### src/rtl/mem_arb_pkg.sv
// Shared types for the data-memory arbiter slice.
// State encoding and requester port indices.
package mem_arb_pkg;
  typedef enum logic {
    ST_CLEAR,
    ST_RUN
  } arb_state_t;

  localparam int PORT_CPU = 0;
  localparam int PORT_DBG = 1;
endpackage

### src/rtl/rr_arb2.sv
// Two-way round-robin arbiter.
// One-hot grant; last_grant moves on every grant.
module rr_arb2 (
  input  logic       i_clk,
  input  logic       i_rst,
  input  logic [1:0] req,
  input  logic       en,
  output logic [1:0] gnt
);
  logic last_grant;

  always_comb begin
    gnt = 2'b00;
    if (en) begin
      unique case (req)
        2'b01:   gnt = 2'b01;
        2'b10:   gnt = 2'b10;
        2'b11:   gnt = last_grant ? 2'b01 : 2'b10;
        default: gnt = 2'b00;
      endcase
    end
  end

  // Starts at 1 so port 0 wins the first tie.
  always_ff @(posedge i_clk) begin
    if (i_rst) begin
      last_grant <= 1'b1;
    end else if (|gnt) begin
      last_grant <= gnt[1];
    end
  end
endmodule

### src/rtl/mem_data_arbiter.sv
// Arbitrates CPU and debug ports onto one data memory.
// Optional zero-fill after reset; registered read responses.
module mem_data_arbiter
  import mem_arb_pkg::*;
#(
  parameter int p_WORD_LEN       = 16,
  parameter int p_ADDR_LEN       = 10,
  parameter int p_CLEAR_ON_RESET = 1
) (
  input  logic                  i_clk,
  input  logic                  i_rst,
  input  logic                  i_req0_valid,
  output logic                  o_req0_ready,
  input  logic                  i_req0_we,
  input  logic [p_ADDR_LEN-1:0] i_req0_addr,
  input  logic [p_WORD_LEN-1:0] i_req0_wdata,
  input  logic                  i_req1_valid,
  output logic                  o_req1_ready,
  input  logic                  i_req1_we,
  input  logic [p_ADDR_LEN-1:0] i_req1_addr,
  input  logic [p_WORD_LEN-1:0] i_req1_wdata,
  output logic                  o_rsp0_valid,
  output logic [p_WORD_LEN-1:0] o_rsp0_rdata,
  output logic                  o_rsp1_valid,
  output logic [p_WORD_LEN-1:0] o_rsp1_rdata,
  output logic                  o_mem_wr_en,
  output logic [p_ADDR_LEN-1:0] o_mem_addr,
  output logic [p_WORD_LEN-1:0] o_mem_wr_data,
  input  logic [p_WORD_LEN-1:0] i_mem_rd_data,
  output logic                  o_busy_clear
);
  localparam int CW = p_ADDR_LEN + 1;
  localparam logic [CW-1:0] LAST_CNT =
    CW'((2**p_ADDR_LEN) - 1);
  localparam arb_state_t RST_ST =
    (p_CLEAR_ON_RESET != 0) ? ST_CLEAR : ST_RUN;

  arb_state_t    state;
  logic [CW-1:0] cnt;
  logic [1:0]    req;
  logic [1:0]    gnt;
  logic          clr;
  logic          rd0;
  logic          rd1;

  assign clr = (state == ST_CLEAR);
  assign req = {i_req1_valid, i_req0_valid};

  rr_arb2 u_arb (
    .i_clk (i_clk),
    .i_rst (i_rst),
    .req   (req),
    .en    (!clr),
    .gnt   (gnt)
  );

  assign o_req0_ready = gnt[PORT_CPU];
  assign o_req1_ready = gnt[PORT_DBG];
  assign o_busy_clear = clr;
  assign rd0 = gnt[PORT_CPU] && !i_req0_we;
  assign rd1 = gnt[PORT_DBG] && !i_req1_we;

  always_comb begin
    o_mem_wr_en   = 1'b0;
    o_mem_addr    = '0;
    o_mem_wr_data = '0;
    unique case (1'b1)
      clr: begin
        o_mem_wr_en = 1'b1;
        o_mem_addr  = cnt[p_ADDR_LEN-1:0];
      end
      gnt[PORT_CPU]: begin
        o_mem_wr_en   = i_req0_we;
        o_mem_addr    = i_req0_addr;
        o_mem_wr_data = i_req0_wdata;
      end
      gnt[PORT_DBG]: begin
        o_mem_wr_en   = i_req1_we;
        o_mem_addr    = i_req1_addr;
        o_mem_wr_data = i_req1_wdata;
      end
      default: ;
    endcase
  end

  always_ff @(posedge i_clk) begin
    if (i_rst) begin
      state        <= RST_ST;
      cnt          <= '0;
      o_rsp0_valid <= 1'b0;
      o_rsp1_valid <= 1'b0;
      o_rsp0_rdata <= '0;
      o_rsp1_rdata <= '0;
    end else begin
      if (clr) begin
        cnt <= cnt + CW'(1);
        if (cnt == LAST_CNT) state <= ST_RUN;
      end
      o_rsp0_valid <= rd0;
      o_rsp1_valid <= rd1;
      if (rd0) o_rsp0_rdata <= i_mem_rd_data;
      if (rd1) o_rsp1_rdata <= i_mem_rd_data;
    end
  end
endmodule
### config.mk
export PLATFORM = sky130hd
export DESIGN_NAME = mem_data_arbiter
export DESIGN_NICKNAME = d
export VERILOG_FILES = /design/src/rtl/mem_arb_pkg.sv /design/src/rtl/rr_arb2.sv /design/src/rtl/mem_data_arbiter.sv
export SDC_FILE = /design/constraint.sdc
export NUM_CORES = 1
export LEC_CHECK = 0
export BUFFER_PORTS_ARGS = -buffer_cell sky130_fd_sc_hd__clkbuf_2
export CORE_MARGIN = 5
export CORE_UTILIZATION = 45
export CTS_CLUSTER_DIAMETER = 200
export DETAILED_ROUTE_END_ITERATION = 6
export MAX_ROUTING_LAYER = met4
export PLACE_DENSITY = 0.85
export SLEW_MARGIN = 5
export SYNTH_ARGS = -nofsm -noshare
export SYNTH_HDL_FRONTEND = slang
export SYNTH_HIERARCHICAL = 1
export SYNTH_SLANG_ARGS = --single-unit
### constraint.sdc
create_clock -name i_clk -period 2.8 [get_ports i_clk]
set_clock_uncertainty 0.15 [all_clocks]
set_input_delay 0.28 -clock i_clk [delete_from_list [all_inputs] [get_ports i_clk]]
set_output_delay 0.28 -clock i_clk [all_outputs]
set_load 0.03 [all_outputs]
Word level (Yosys, flattened, before mapping)
Cells that the tools add are included.
{ "totals": {"reg_bits": 47, "in_bits": 74, "output_inout_bits": 64, "word_cells": 26} }
{ "op_classes": {"n_addsub": 1, "eq_ne": 4, "mux": 8, "bitwise_logic": 1, "n_reduce_logical": 5} }
{ "op_table": {"columns": ["op", "n"], "rows": [
  ["$pmux 16 s2", 1],
  ["$pmux 10 s3", 1],
  ["$add 11x1->11 const B", 1],
  ["$eq 11x10->1 const B", 1],
  ["$pmux 2 s3", 1],
  ["$eq 2x2->1 const B", 2],
  ["$mux 2", 2],
  ["$pmux 1 s3", 1],
  ["$eq 2x1->1 const B", 1],
  ["$logic_and 1x1->1", 2],
  ["$logic_not 1->1", 2],
  ["$mux 1", 2],
  ["$reduce_or 2->1", 1],
  ["$not 1->1", 1]
]} }

Depth between registers and ports, before layout
Gate-level depths: netlist (run 1).
{ "logic_depth": {"ltp_word": 4, "depth_mapped": 8, "mapped_depth_nobuf": 5} }

Hierarchy
The synthesis (run 1) kept the hierarchy.
{ "modules_own_cells": {"columns": ["mod", "instances", "cells_per_inst", "area_each_um2", "seq_area_each_um2"], "rows": [
  ["mem_data_arbiter", 1, 258, 2025.7, 920.9],
  ["rr_arb2", 1, 8, 58.8, 20.0]
]} }

Worst setup path before layout (run 1)
OpenSTA, ideal clock, no wires.
{ "synth_timing": {"path_type": "register to output", "from": "register state", "to": "output o_mem_addr[5]", "arrival_time_ns": 2.113, "t_required_ns": 2.370, "slack_ns": 0.257, "path_stages_with_launch": 7, "n_path_buf": 2, "path_cell_list": "dfxtp_1 -> nand2_1 -> a21oi_1 -> clkbuf_1 -> clkbuf_1 -> a22oi_1 -> o21ai_0"} }
{ "synth_between": {"elab_chain_cells": 2, "word_cells_on_any_way": 3, "cone_classes": "2 x mux; 1 x bitwise"} }
{ "synth_lines": {"columns": ["element", "line_no", "rtl"], "rows": [
  ["start, declared", "mem_data_arbiter.sv:38", "arb_state_t state;"],
  ["start signal, assigned", "mem_data_arbiter.sv:88", "state <= RST_ST;"],
  ["start signal, assigned", "mem_data_arbiter.sv:97", "if (cnt == LAST_CNT) state <= ST_RUN;"],
  ["$mux 2", "rr_arb2.sv:14", "if (en) begin"],
  ["via o_req0_ready", "mem_data_arbiter.sv:13", "output logic o_req0_ready,"],
  ["$pmux 10 s3", "mem_data_arbiter.sv:67", "unique case (1'b1)"],
  ["end, declared", "mem_data_arbiter.sv:27", "output logic [p_ADDR_LEN-1:0] o_mem_addr,"]
]} }
The timed path passes the listed nets, and every way through them passes these cells.

Worst setup path after layout (run 1)
{ "layout_timing": {"from": "register state", "to": "output o_mem_addr[5]"} }
{ "layout_between": {"elab_chain_cells": 2, "word_cells_on_any_way": 3, "cone_classes": "2 x mux; 1 x bitwise"} }
{ "layout_lines": {"columns": ["element", "line_no"], "rows": [
  ["$mux 2 or $not 1->1 (tied branches)", "rr_arb2.sv:14, mem_data_arbiter.sv:46"],
  ["$pmux 10 s3 (*)", "mem_data_arbiter.sv:67"]
]} }
Mark *: on every way between the ends. The rest lies on a longest branch, timed or not.

==> results by group, run 1 <==
Detailed routing
  – DRT Pass-1 Iters: 4
  – Remaining antenna violation count: 0
  – Vias after detailed routing: 2281
  – Initial DRC Count: 142
  – DR WL/cell: 13.7 um
  – Final WL: 6160 um
  – Remaining DRCs: 0
  – Number of vias per cell: about 5.1

Setup path
  – CP endpoint kind: primary output
  – Critical path class: reg -> out
  – WP data required: 2370 ps
  – Max FO, Critical Path: 30
  – CP Launch Type: register
  – CP arrival: 1610 ps
  – Cells on worst reg2reg path: 6

Yosys
  – Ys flop type: dfxtp_1
  – Synth Register Bits: 47
  – Ranking of synthesized cells by area: dfxtp_1 45%, nand2_1 12%, a21oi_1 9.8%
  – Syn nets: 341
  – Post-synth top area share: between 40% and 50%
  – Ys async rst share: 0%
  – Mean area per synthesized cell: 7.84 um2
  – Post-synth EDFFs: 0
  – Sequential element share of the synthesized area: 45.1%
  – Post-Syn Instances: roughly 270
  – Yosys Warn Count: 6
  – Mapped cell area: 2080 um2
  – Leading area contributor after synthesis: dfxtp_1
  – Synth unique cells: 29

Die
  – Die width: 78.1 um
  – Rows: 24
  – Io pins: between 100 and 150
  – Die height: approximately 78 um
  – Initial Utilization: 47.2%
  – Die ar.: around 6000 um2
  – Core area: 4410 um2

Global routing
  – Initial antenna violation count: 0
  – Met3 Use GR: under 10%
  – GRT Resource Usage Total: between 20% and 30%
  – GR Util met1: 25.4%
  – Remaining Overflow, GRT: 0
  – First-pass GRT wire length: a little over 10000 um
  – Largest net degree at the start of global routing: 31
  – Layer with the highest usage: met2
  – Met2 usage: 33.4%
  – Vias in the first global route: between 2000 and 2500

Clock network
  – Clock slew at the register clock pins of the worst setup and hold paths: 90 ps
  – Setup Buffers After CTS: 0
  – Num CTS Buffers: 5
  – TritonCTS clock tree: built
  – Clock sinks: between 40 and 50
  – Post-cts sizing count: 0
  – Hold buffers post-CTS: 0
  – Root Driver: clkbuf_8
  – Clk Latency, worst-skew pair: 290 ps
  – H-tree depth: 2
  – Deepest clock path buffer count: 2

STA
  – Min Hold Slack: 60.5 ps
  – Fin. Hold Viols: 0
  – Final WS setup: 762 ps
  – RSZ-0062 raised after global routing: false
  – TNS Setup: 0 ps
  – Final-report max-slew violation count: 0
  – Period utilization: 72.8%
  – Maximum clock frequency: 0.491 GHz
  – Worst-Margin Slew: 640 ps
  – Minimum clock period: just over 2000 ps
  – Final setup vio count: 0
  – Worst rel slew slack: 57.3%

Min path
  – Hold Crit Class: in -> reg
  – Hold depth: 3

Layout
  – Layout Utilization: about two thirds
  – Most frequent cells in the layout: 137 x clkbuf_2, 69 x nand2_1, 47 x dfxtp_1, 39 x a21oi_1, 16 x a22o_1
  – Ant. Diodes: 0
  – Share of cells above drive strength 1: 39.0%
  – Final Cell Area: 2940 um2
  – Final net count: 471
  – Synthesis-to-finish area growth: 40.9%
  – Final instance count without filler cells: approximately 450
  – Commonest non-fill, non-tap cell in the layout: clkbuf_2

Power and ir drop
  – Peak supply drop: 374 uV
  – Pwr Density: 458 nW/um2
  – Total power: 1.35 mW
  – Leak: 1.33 nW

Place
  – Detail Placement HPWL: 4750 um
  – Input/output buffers: 137
  – Dpl cells: 441
  – Placed cell areas: 2810 um2
  – GP Congestion: between 0.7 and 0.8
  – Dpl ws: 953 ps

Job
  – Max Cap Viol: 0

Outcome
  – Status: complete, no violations
[worst paths after layout]
kind                            startpoint                            end  slack, ps
max                       state$_SDFF_PP0_                  o_mem_addr[5]        760
min                       i_mem_rd_data[5]   o_rsp1_rdata[5]$_SDFFE_PP0P_         60
max reg2reg  u_arb/last_grant$_SDFFE_PP1P_   o_rsp0_rdata[0]$_SDFFE_PP0P_       1000
min reg2reg  o_rsp1_rdata[11]$_SDFFE_PP0P_  o_rsp1_rdata[11]$_SDFFE_PP0P_        310
[cells in the mapped netlist, types with 2 or more instances]
master	instances
or4_1	4
nor2b_1	4
a22o_1	16
clkbuf_1	9
nand2b_1	3
xnor2_1	2
buf_2	6
nand3_1	2
a221o_1	2
o21ai_0	12
nor2_1	8
a22oi_1	9
a21oi_1	41
or3_1	3
dfxtp_1	47
nand2_1	69
o31ai_1	3
inv_1	11
buf_1	5
[routing by layer]
metal  vias to the layer above  part of all wire (%)
met1                      1032                    43
met5                         -                     0
met3                         2                   6.8
met4                         0                  0.31
li1                       1174                     -
met2                        73                    50
[critical path, stage by stage (launching register included)]
cell      delay [ps]
dfxtp_1          360
nand2_1           80
a21oi_2          100
buf_4            300
a22oi_1          130
o21ai_0          100
clkbuf_2         240
[cells by family (layout without fill, tap and decap cells)]
kind of cell / Yosys count / count (layout) / synth area share, %
DFF: 47 / 47 / 45.1
adders and majority gates: 1 / 1 / 0.600
buffers and inverters: 31 / 162 / 5.94
and+or+nand+nor: 98 / 98 / 20.9
xor gates and xnor gates: 2 / 2 / 0.840
muxes: 2 / 2 / 1.02
AOI/OAI and AO/OA: 85 / 85 / 25.6
[power breakdown]
part | internal (mW) | switching, mW
registers | 0.672 | 0.00453
clock network | 0.357 | 0.219
logic | 0.0474 | 0.0465
total | 1.08 | 0.270
[layout make-up]
type | instances | area, um2
Clock buffer | 6 | 72.6
Timing Repair Buffer | 143 | 731
Sequential cell | 47 | 941
Tap cell | 52 | 65.1
Fill cell | 413 | 1480
Multi-Input combinational cell | 188 | 1030
Clock inverter | 2 | 60.1
Inverter | 11 | 41.3
[state kept, by name (all words and copies together) (netlist names)]
signal	count
cnt	11
o_rsp1_rdata	16
state	1
u_arb/last_grant	1
o_rsp0_valid	1
o_rsp1_valid	1
o_rsp0_rdata	16
(Power assumes the default switching activity.)
==> run 2, diff against run 1 <==
ABC_AREA = 1   (was default)
CORE_UTILIZATION = 38   (was 45)
PLACE_DENSITY = 0.76   (was 0.85)
clock period = 1.8 ns   (was 2.8 ns; I/O delays follow)
==> run 2 against run 1 <==
Register-to-register slack lost 830 ps. Non-clock buffer count is 9 higher. Core utilization decreased by 6.5 points. Sequential share of layout area is 3.4 points lower. Final area increased by 12%. Die area up 18%. The run now ends with setup timing left.
==> results by group, run 2 <==
Layout
  – Multi-input logic area: 1090 um2 (+5.8%)
  – Synthesis-to-finish area growth: 54.0%
  – Most frequent cells in the layout: 110 x clkbuf_2, 81 x nor2_1, 46 x dfxtp_1, 38 x nand2_1, 37 x o21ai_0
  – Layout Utilization: 60.1% (-6.5 points)
  – Commonest non-fill, non-tap cell in the layout: clkbuf_2
  – Regs by FF count: o_rsp0_rdata x16, o_rsp1_rdata x16, cnt x11
  – Final Cell Area: 3290 um2 (+12%)
  – FILL cells: 521 (+26%)
  – Sequential cell area: 942 um2 (+0.13%)
  – Ant. Diodes: 0 (unchanged)
  – Share of cells above drive strength 1: 41.3% (+2.2 points)
  – Final instance count without filler cells: 508 (+13%)
  – Final net count: 510 (+8.3%)

Yosys
  – Syn nets: 366 (+7.3%)
  – Mean area per synthesized cell: 7.34 um2 (-6.3%)
  – Compound-gate portion of the synthesized area: 19.5% (-6.1 points)
  – Xor-xnor portion of the synthesized cell area: 0.410% (-0.43 points)
  – Yosys Warn Count: 6 (unchanged)
  – Ys async rst share: 0% (unchanged)
  – Synth cell count leaders: 81 x nor2_1, 47 x dfxtp_1, 39 x nand2_1
  – Top-count cell post-synth: nor2_1
  – Leading area contributor after synthesis: dfxtp_1
  – Post-Syn Instances: 291 (+9.4%)
  – Main combinational cell family by area after synthesis: simple AND/OR/NAND/NOR gates
  – Ranking of synthesized cells by area: dfxtp_1 44%, nor2_1 14%, o21ai_0 8.7%
  – Simple-gate area share of the yosys netlist: 28.4% (+7.5 points)
  – Post-synth EDFFs: 0 (unchanged)
  – Synth unique cells: 26 (-10%)
  – Ys flop type: dfxtp_1
  – Mapped cell area: 2140 um2 (+2.5%)
  – Synthesized-area fraction occupied by adder cells: 0.586% (-0.014 points)
  – Post-synth top area share: 44.1% (-1.1 points)
  – Mux contribution to synthesized area: 0% (-1.0 points)
  – Synth Register Bits: 47 (unchanged)
  – Sequential element share of the synthesized area: 44.1% (-1.1 points)

Setup path
  – Critical path origin: u_arb/last_grant$_SDFFE_PP1P_
  – Cells on worst reg2reg path: 8 (+2)
  – Critical path class: reg -> out
  – Max FO, Critical Path: 5 (-83%)
  – CP Launch Type: register
  – WP data required: 1470 ps (-900 ps)
  – Worst R2R Start: u_arb/last_grant$_SDFFE_PP1P_
  – Reg2Reg Capture Point: o_rsp1_rdata[7]$_SDFFE_PP0P_
  – CP endpoint kind: primary output
  – FF-to-FF setup slack: 170 ps (-830 ps)
  – CP arrival: 1540 ps (-70 ps)
  – CP endpoint: o_mem_addr[0]

Die
  – Die width: 85.0 um (+8.9%)
  – Rows: 27 (+13%)
  – Core area: 5470 um2 (+24%)
  – Io pins: 138 (unchanged)
  – Die ar.: 7220 um2 (+18%)
  – Die height: 85.0 um (+8.9%)
  – Initial Utilization: 39.0% (-8.2 points)

Outcome
  – Status: finished with violations
  – Violated checks: setup timing

STA
  – Final setup vio count: 25 (+25)
  – Final-report max-slew violation count: 0 (unchanged)
  – Fin. Hold Viols: 0 (unchanged)
  – Worst rel slew slack: 76.8% (+19 points)
  – TNS Setup: -778 ps (-778 ps)
  – Final WS setup: -75.0 ps (-837 ps)
  – RSZ-0062 raised after global routing: true
  – Maximum clock frequency: around 0.53 GHz
  – Period utilization: 104%
  – Worst-Margin Slew: 347 ps (-293 ps)
  – Min Hold Slack: 4.03 ps (-56.5 ps)
  – Minimum clock period: 1870 ps

Power and ir drop
  – Pint: 1.46 mW (+35%)
  – Leak: 1.60 nW (+20%)
  – Peak supply drop: 479 uV (+28%)
  – Pwr Density: 580 nW/um2 (+27%)
  – Total power: 1.91 mW (+42%)
  – Comb pwr share: 9.7% (+2.7 points)
  – Clock power frac: 35.2% (-7.6 points)
  – Sequential Power Share: 55.0% (+4.8 points)
  – Switching power total: 0.451 mW (+67%)
  – Sw frac: 23.6% (+3.6 points)

Detailed routing
  – Initial DRC Count: 101 (-29%)
  – Vias after detailed routing: 2440 (+7.0%)
  – Remaining antenna violation count: 0 (unchanged)
  – Remaining DRCs: 0 (unchanged)
  – DRT Pass-1 Iters: 4 (unchanged)
  – Final WL: 6640 um (+7.8%)
  – Number of vias per cell: 4.80 (-5.5%)
  – DR WL/cell: 13.1 um (-4.7%)

Place
  – Dpl cells: 489 (+11%)
  – Detail Placement HPWL: 4910 um (+3.3%)
  – Dpl ws: 137 ps (-816 ps)
  – GP Congestion: 0.840 (+5.1%)
  – Input/output buffers: 137 (unchanged)
  – Placed cell areas: 2900 um2 (+3.3%)

Global routing
  – First-pass GRT wire length: 10500 um (+3.5%)
  – Initial antenna violation count: 0 (unchanged)
  – Remaining Overflow, GRT: 0 (unchanged)
  – Vias in the first global route: 2309 (+7.8%)
  – Largest net degree at the start of global routing: 33 (+6.5%)
  – GRT Resource Usage Total: 18.0% (-2.3 points)

Clock network
  – Clock slew at the register clock pins of the worst setup and hold paths: 90 ps (about the same)
  – Root Driver: clkbuf_8
  – Clk Latency, worst-skew pair: 290 ps (about the same)
  – H-tree depth: 2 (unchanged)
  – Clock sinks: 47 (unchanged)
  – Num CTS Buffers: 5 (unchanged)
  – TritonCTS clock tree: built
  – Deepest clock path buffer count: 2 (unchanged)

Min path
  – Hold Crit Class: in -> reg
  – Hold Crit Start: i_mem_rd_data[14]

Job
  – Max Cap Viol: 0 (unchanged)
==> run 2: changes by cell type after synthesis, moves of 4 or more <==
cell      delta
inv_2        +4
a22oi_1      -9
buf_4        +4
nor2_1      +73
buf_2        +4
a21oi_1     -35
o21ai_0     +25
nand3_1      +6
or4_1        -4
nand2_1     -30
buf_1        -5
clkbuf_1     -8
nor2b_1      -4
nand2_2      +4
==> run 2: how the worst min path moves through the flow <==
stage | end | slack (ps) | depth (start not counted)
global placement | o_rsp1_rdata[8]$_SDFFE_PP0P_ | 300 | 3
floorplan | state$_SDFF_PP0_ | 90 | 1
global route | o_rsp1_rdata[6]$_SDFFE_PP0P_ | 0.8 | 3
detailed placement | o_rsp1_rdata[11]$_SDFFE_PP0P_ | 300 | 3
finish | o_rsp1_rdata[14]$_SDFFE_PP0P_ | 4 | 3
CTS | o_rsp1_rdata[14]$_SDFFE_PP0P_ | 0.03 | 3
==> run 2: cell type report <==
class | count | area share (%)
repair buffers | 152 | 30.4
flip-flops and latches | 47 | 28.7
clock inverters | 2 | 0.495
clock buffers | 6 | 2.51
well taps | 72 | 2.74
inverters | 18 | 2.17
multi-input cells | 211 | 33.1
==> run 2: kinds of logic (layout without fill, tap and decap cells) <==
kind of cell               after synthesis  count (layout)
AOI/OAI and AO/OA                       67              67
xor gates and xnor gates                 1               1
adders and majority gates                1               1
buffers and inverters                   33             178
DFF                                     47              47
and+or+nand+nor                        142             142
==> run 2: power groups by stage <==
stage	Sequential, mW	Combinational, mW	Clock (mW)
floorplan	1.07	0.0615	0
global placement	1.07	0.162	0
global route	1.05	0.206	0.749
detailed placement	1.07	0.166	0
CTS	1.05	0.182	0.688
finish	1.05	0.186	0.672
==> run 2: timing repair <==
item	4_1_cts	5_1_grt
resized for setup	30	50
endpoints found under the setup margin	27	27
setup buffers	3	2
endpoints found under the hold margin	7	0
pin swaps	2	1
hold buffers	6	0
==> run 2: metal layers <==
metal	GRT usage (%)	vias up	wire, um
li1	-	1237	-
met1	20.6	1102	2810
met2	30.9	96	3270
met3	5.92	5	534
met4	3.17	0	27
met5	-	-	0
==> run 2: critical path: stages (launching register included) <==
cell and delay (ps):
dfxtp_1 370, nand2_1 80, nand2_2 100, clkinvlp_4 150, a221o_1 400, buf_8 160
==> run 3, diff against run 2 <==
CORE_UTILIZATION = 35   (was 38)
PLACE_DENSITY = 0.71   (was 0.76)
==> run 3 against run 2 <==
The flow still finishes with violations (setup timing). Critical path depth rose by 1. Final area rose by 3.0%. Sequential share of layout area fell by 0.72 points. Combinational power barely moved. Critical endpoint is now o_mem_wr_data[9]. Highest routed layer unchanged.
==> results by group, run 3 (synthesized netlist as in run 2, its figures left out) <==
Setup path
  – Max FO, Critical Path: 27 (+22)
  – CP Launch Type: register
  – CP endpoint kind: primary output
  – CP arrival: 1500 ps (-40 ps)
  – Critical path class: reg -> out
  – WP data required: 1470 ps (about the same)

Min path
  – Hold Crit Class: in -> reg

Detailed routing
  – Remaining antenna violation count: 0 (unchanged)
  – DR WL/cell: 13.7 um (+4.9%)
  – DRT Pass-1 Iters: 4 (unchanged)
  – Remaining DRCs: 0 (unchanged)
  – Number of vias per cell: 4.84 (+0.69%)
  – Initial DRC Count: 84 (-17%)
  – Final WL: 6960 um (+4.7%)
  – Vias after detailed routing: 2452 (+0.49%)

Layout
  – Synthesis-to-finish area growth: 58.5%
  – Ant. Diodes: 0 (unchanged)
  – Share of cells above drive strength 1: 41.7% (+0.38 points)
  – Commonest non-fill, non-tap cell in the layout: clkbuf_2
  – Final net count: 506 (-0.78%)
  – Regs by FF count: o_rsp0_rdata x16, o_rsp1_rdata x16, cnt x11
  – Most frequent cells in the layout: 110 x clkbuf_2, 81 x nor2_1, 45 x dfxtp_1, 37 x nand2_1, 37 x o21ai_0
  – Layout Utilization: 57.2% (-2.9 points)

Power and ir drop
  – Leak: 1.63 nW (+1.6%)
  – Pwr Density: 605 nW/um2 (+4.3%)
  – Sequential Power Share: 51.2% (-3.8 points)
  – Peak supply drop: 421 uV (-12%)
  – Pint: 1.59 mW (+9.4%)
  – Clock power frac: 39.9% (+4.7 points)
  – Sw frac: 22.2% (-1.4 points)
  – Comb pwr share: 9.0% (-0.7 points)
  – Switching power total: 0.455 mW (+0.88%)

Die
  – Initial Utilization: 36.1% (-3.0 points)
  – Core area: 5920 um2 (+8.2%)
  – Die width: 88.1 um (+3.7%)
  – Io pins: 138 (unchanged)
  – Die height: 88.1 um (+3.7%)
  – Die ar.: 7760 um2 (+7.5%)
  – Rows: 28 (+3.7%)

Clock network
  – Clock sinks: 47 (unchanged)
  – Num CTS Buffers: 5 (unchanged)
  – Clock slew at the register clock pins of the worst setup and hold paths: 90 ps (about the same)
  – H-tree depth: 2 (unchanged)
  – Clk Latency, worst-skew pair: 290 ps (about the same)
  – Root Driver: clkbuf_8
  – Deepest clock path buffer count: 2 (unchanged)
  – TritonCTS clock tree: built

Outcome
  – Status: finished with violations
  – Violated checks: setup timing

STA
  – Final WS setup: -27.4 ps (+47.5 ps)
  – Maximum clock frequency: 0.547 GHz (+2.6%)
  – Worst-Margin Slew: 276 ps (-71.9 ps)
  – Worst rel slew slack: 81.6% (+4.8 points)
  – TNS Setup: -99.4 ps (+679 ps)
  – Final-report max-slew violation count: 0 (unchanged)
  – Fin. Hold Viols: 0 (unchanged)
  – Period utilization: 102% (-2.6 points)
  – Minimum clock period: 1830 ps (-47.5 ps)
  – RSZ-0062 raised after global routing: true
  – Final setup vio count: 12 (-52%)

Global routing
  – Largest net degree at the start of global routing: 33 (unchanged)
  – First-pass GRT wire length: 10700 um (+2.0%)
  – GRT Resource Usage Total: 17.7% (-0.28 points)
  – Remaining Overflow, GRT: 0 (unchanged)
  – Vias in the first global route: 2345 (+1.6%)
  – Initial antenna violation count: 0 (unchanged)

Job
  – Max Cap Viol: 0 (unchanged)

Place
  – GP Congestion: 0.740 (-12%)
  – Detail Placement HPWL: 5310 um (+8.2%)
  – Input/output buffers: 137 (unchanged)
==> run 3: layout make-up <==
type,instances,area [um2]
fillers,570,2530
multi-input cells,211,1100
repair buffers,148,1050
flip-flops and latches,47,946
well taps,75,93.8
clock buffers,6,82.6
inverters,18,71.3
clock inverters,2,38.8
==> run 3: per-layer routing <==
metal	up-vias	track usage, %	share of wire [%]
li1	1231	-	-
met1	1121	20.4	40
met2	93	31.6	51
met3	7	3.67	8.3
met4	0	3.85	0.73
met5	-	-	0
==> run 3: per-stage QoR <==
step / area (um2) / hold WS [ps] / total power [mW] / std cells / setup slack, ps
6_report: 3390 / 3.20 / 2.05 / 507 / -27.4
5_1_grt: 3390 / 11.8 / 2.14 / 507 / -87.1
4_1_cts: 3280 / 0.417 / 2.06 / 504 / -81.2
3_5_place_dp: 2900 / 311 / 1.24 / 491 / 154
3_3_place_gp: 2900 / 303 / 1.24 / 491 / 188
2_1_floorplan: 2160 / 95.0 / 1.13 / 291 / 32.8
==> run 3: critical path, stage by stage, from the launching register on <==
cell        delay (ps)
dfxtp_2            350
nand2_1             90
nand2_4            100
clkinvlp_4         110
buf_12             170
a22o_4             240
buf_8              140
==> run 3: path summary, 6_finish.rpt <==
kind | start | end | slack, ps | cells after the start
worst max register to register | state$_SDFF_PP0_ | o_rsp0_rdata[2]$_SDFFE_PP0P_ | 190 | 7
worst min register to register | cnt[10]$_SDFFE_PP0N_ | cnt[10]$_SDFFE_PP0N_ | 330 | 2
worst max-delay path | u_arb/last_grant$_SDFFE_PP1P_ | o_mem_wr_data[9] | -30 | 6
worst min-delay path | i_mem_rd_data[11] | o_rsp1_rdata[11]$_SDFFE_PP0P_ | 3 | 3
==> run 3: what timing repair did <==
action / 4_1_cts / 5_1_grt
pin swaps: 0 / 1
gates resized for setup: 51 / 32
setup buffers: 1 / 0
hold endpoints to repair: 4 / 2
hold buffers: 4 / 2
endpoints found under the setup margin: 27 / 27
gates cloned: 0 / 1
==> run 3: power by group through the flow <==
stage | clock network, mW | registers [mW] | logic, mW
finish | 0.816 | 1.05 | 0.183
floorplan | 0 | 1.07 | 0.0615
global placement | 0 | 1.07 | 0.163
CTS | 0.836 | 1.05 | 0.174
detailed placement | 0 | 1.07 | 0.164
global route | 0.889 | 1.05 | 0.203
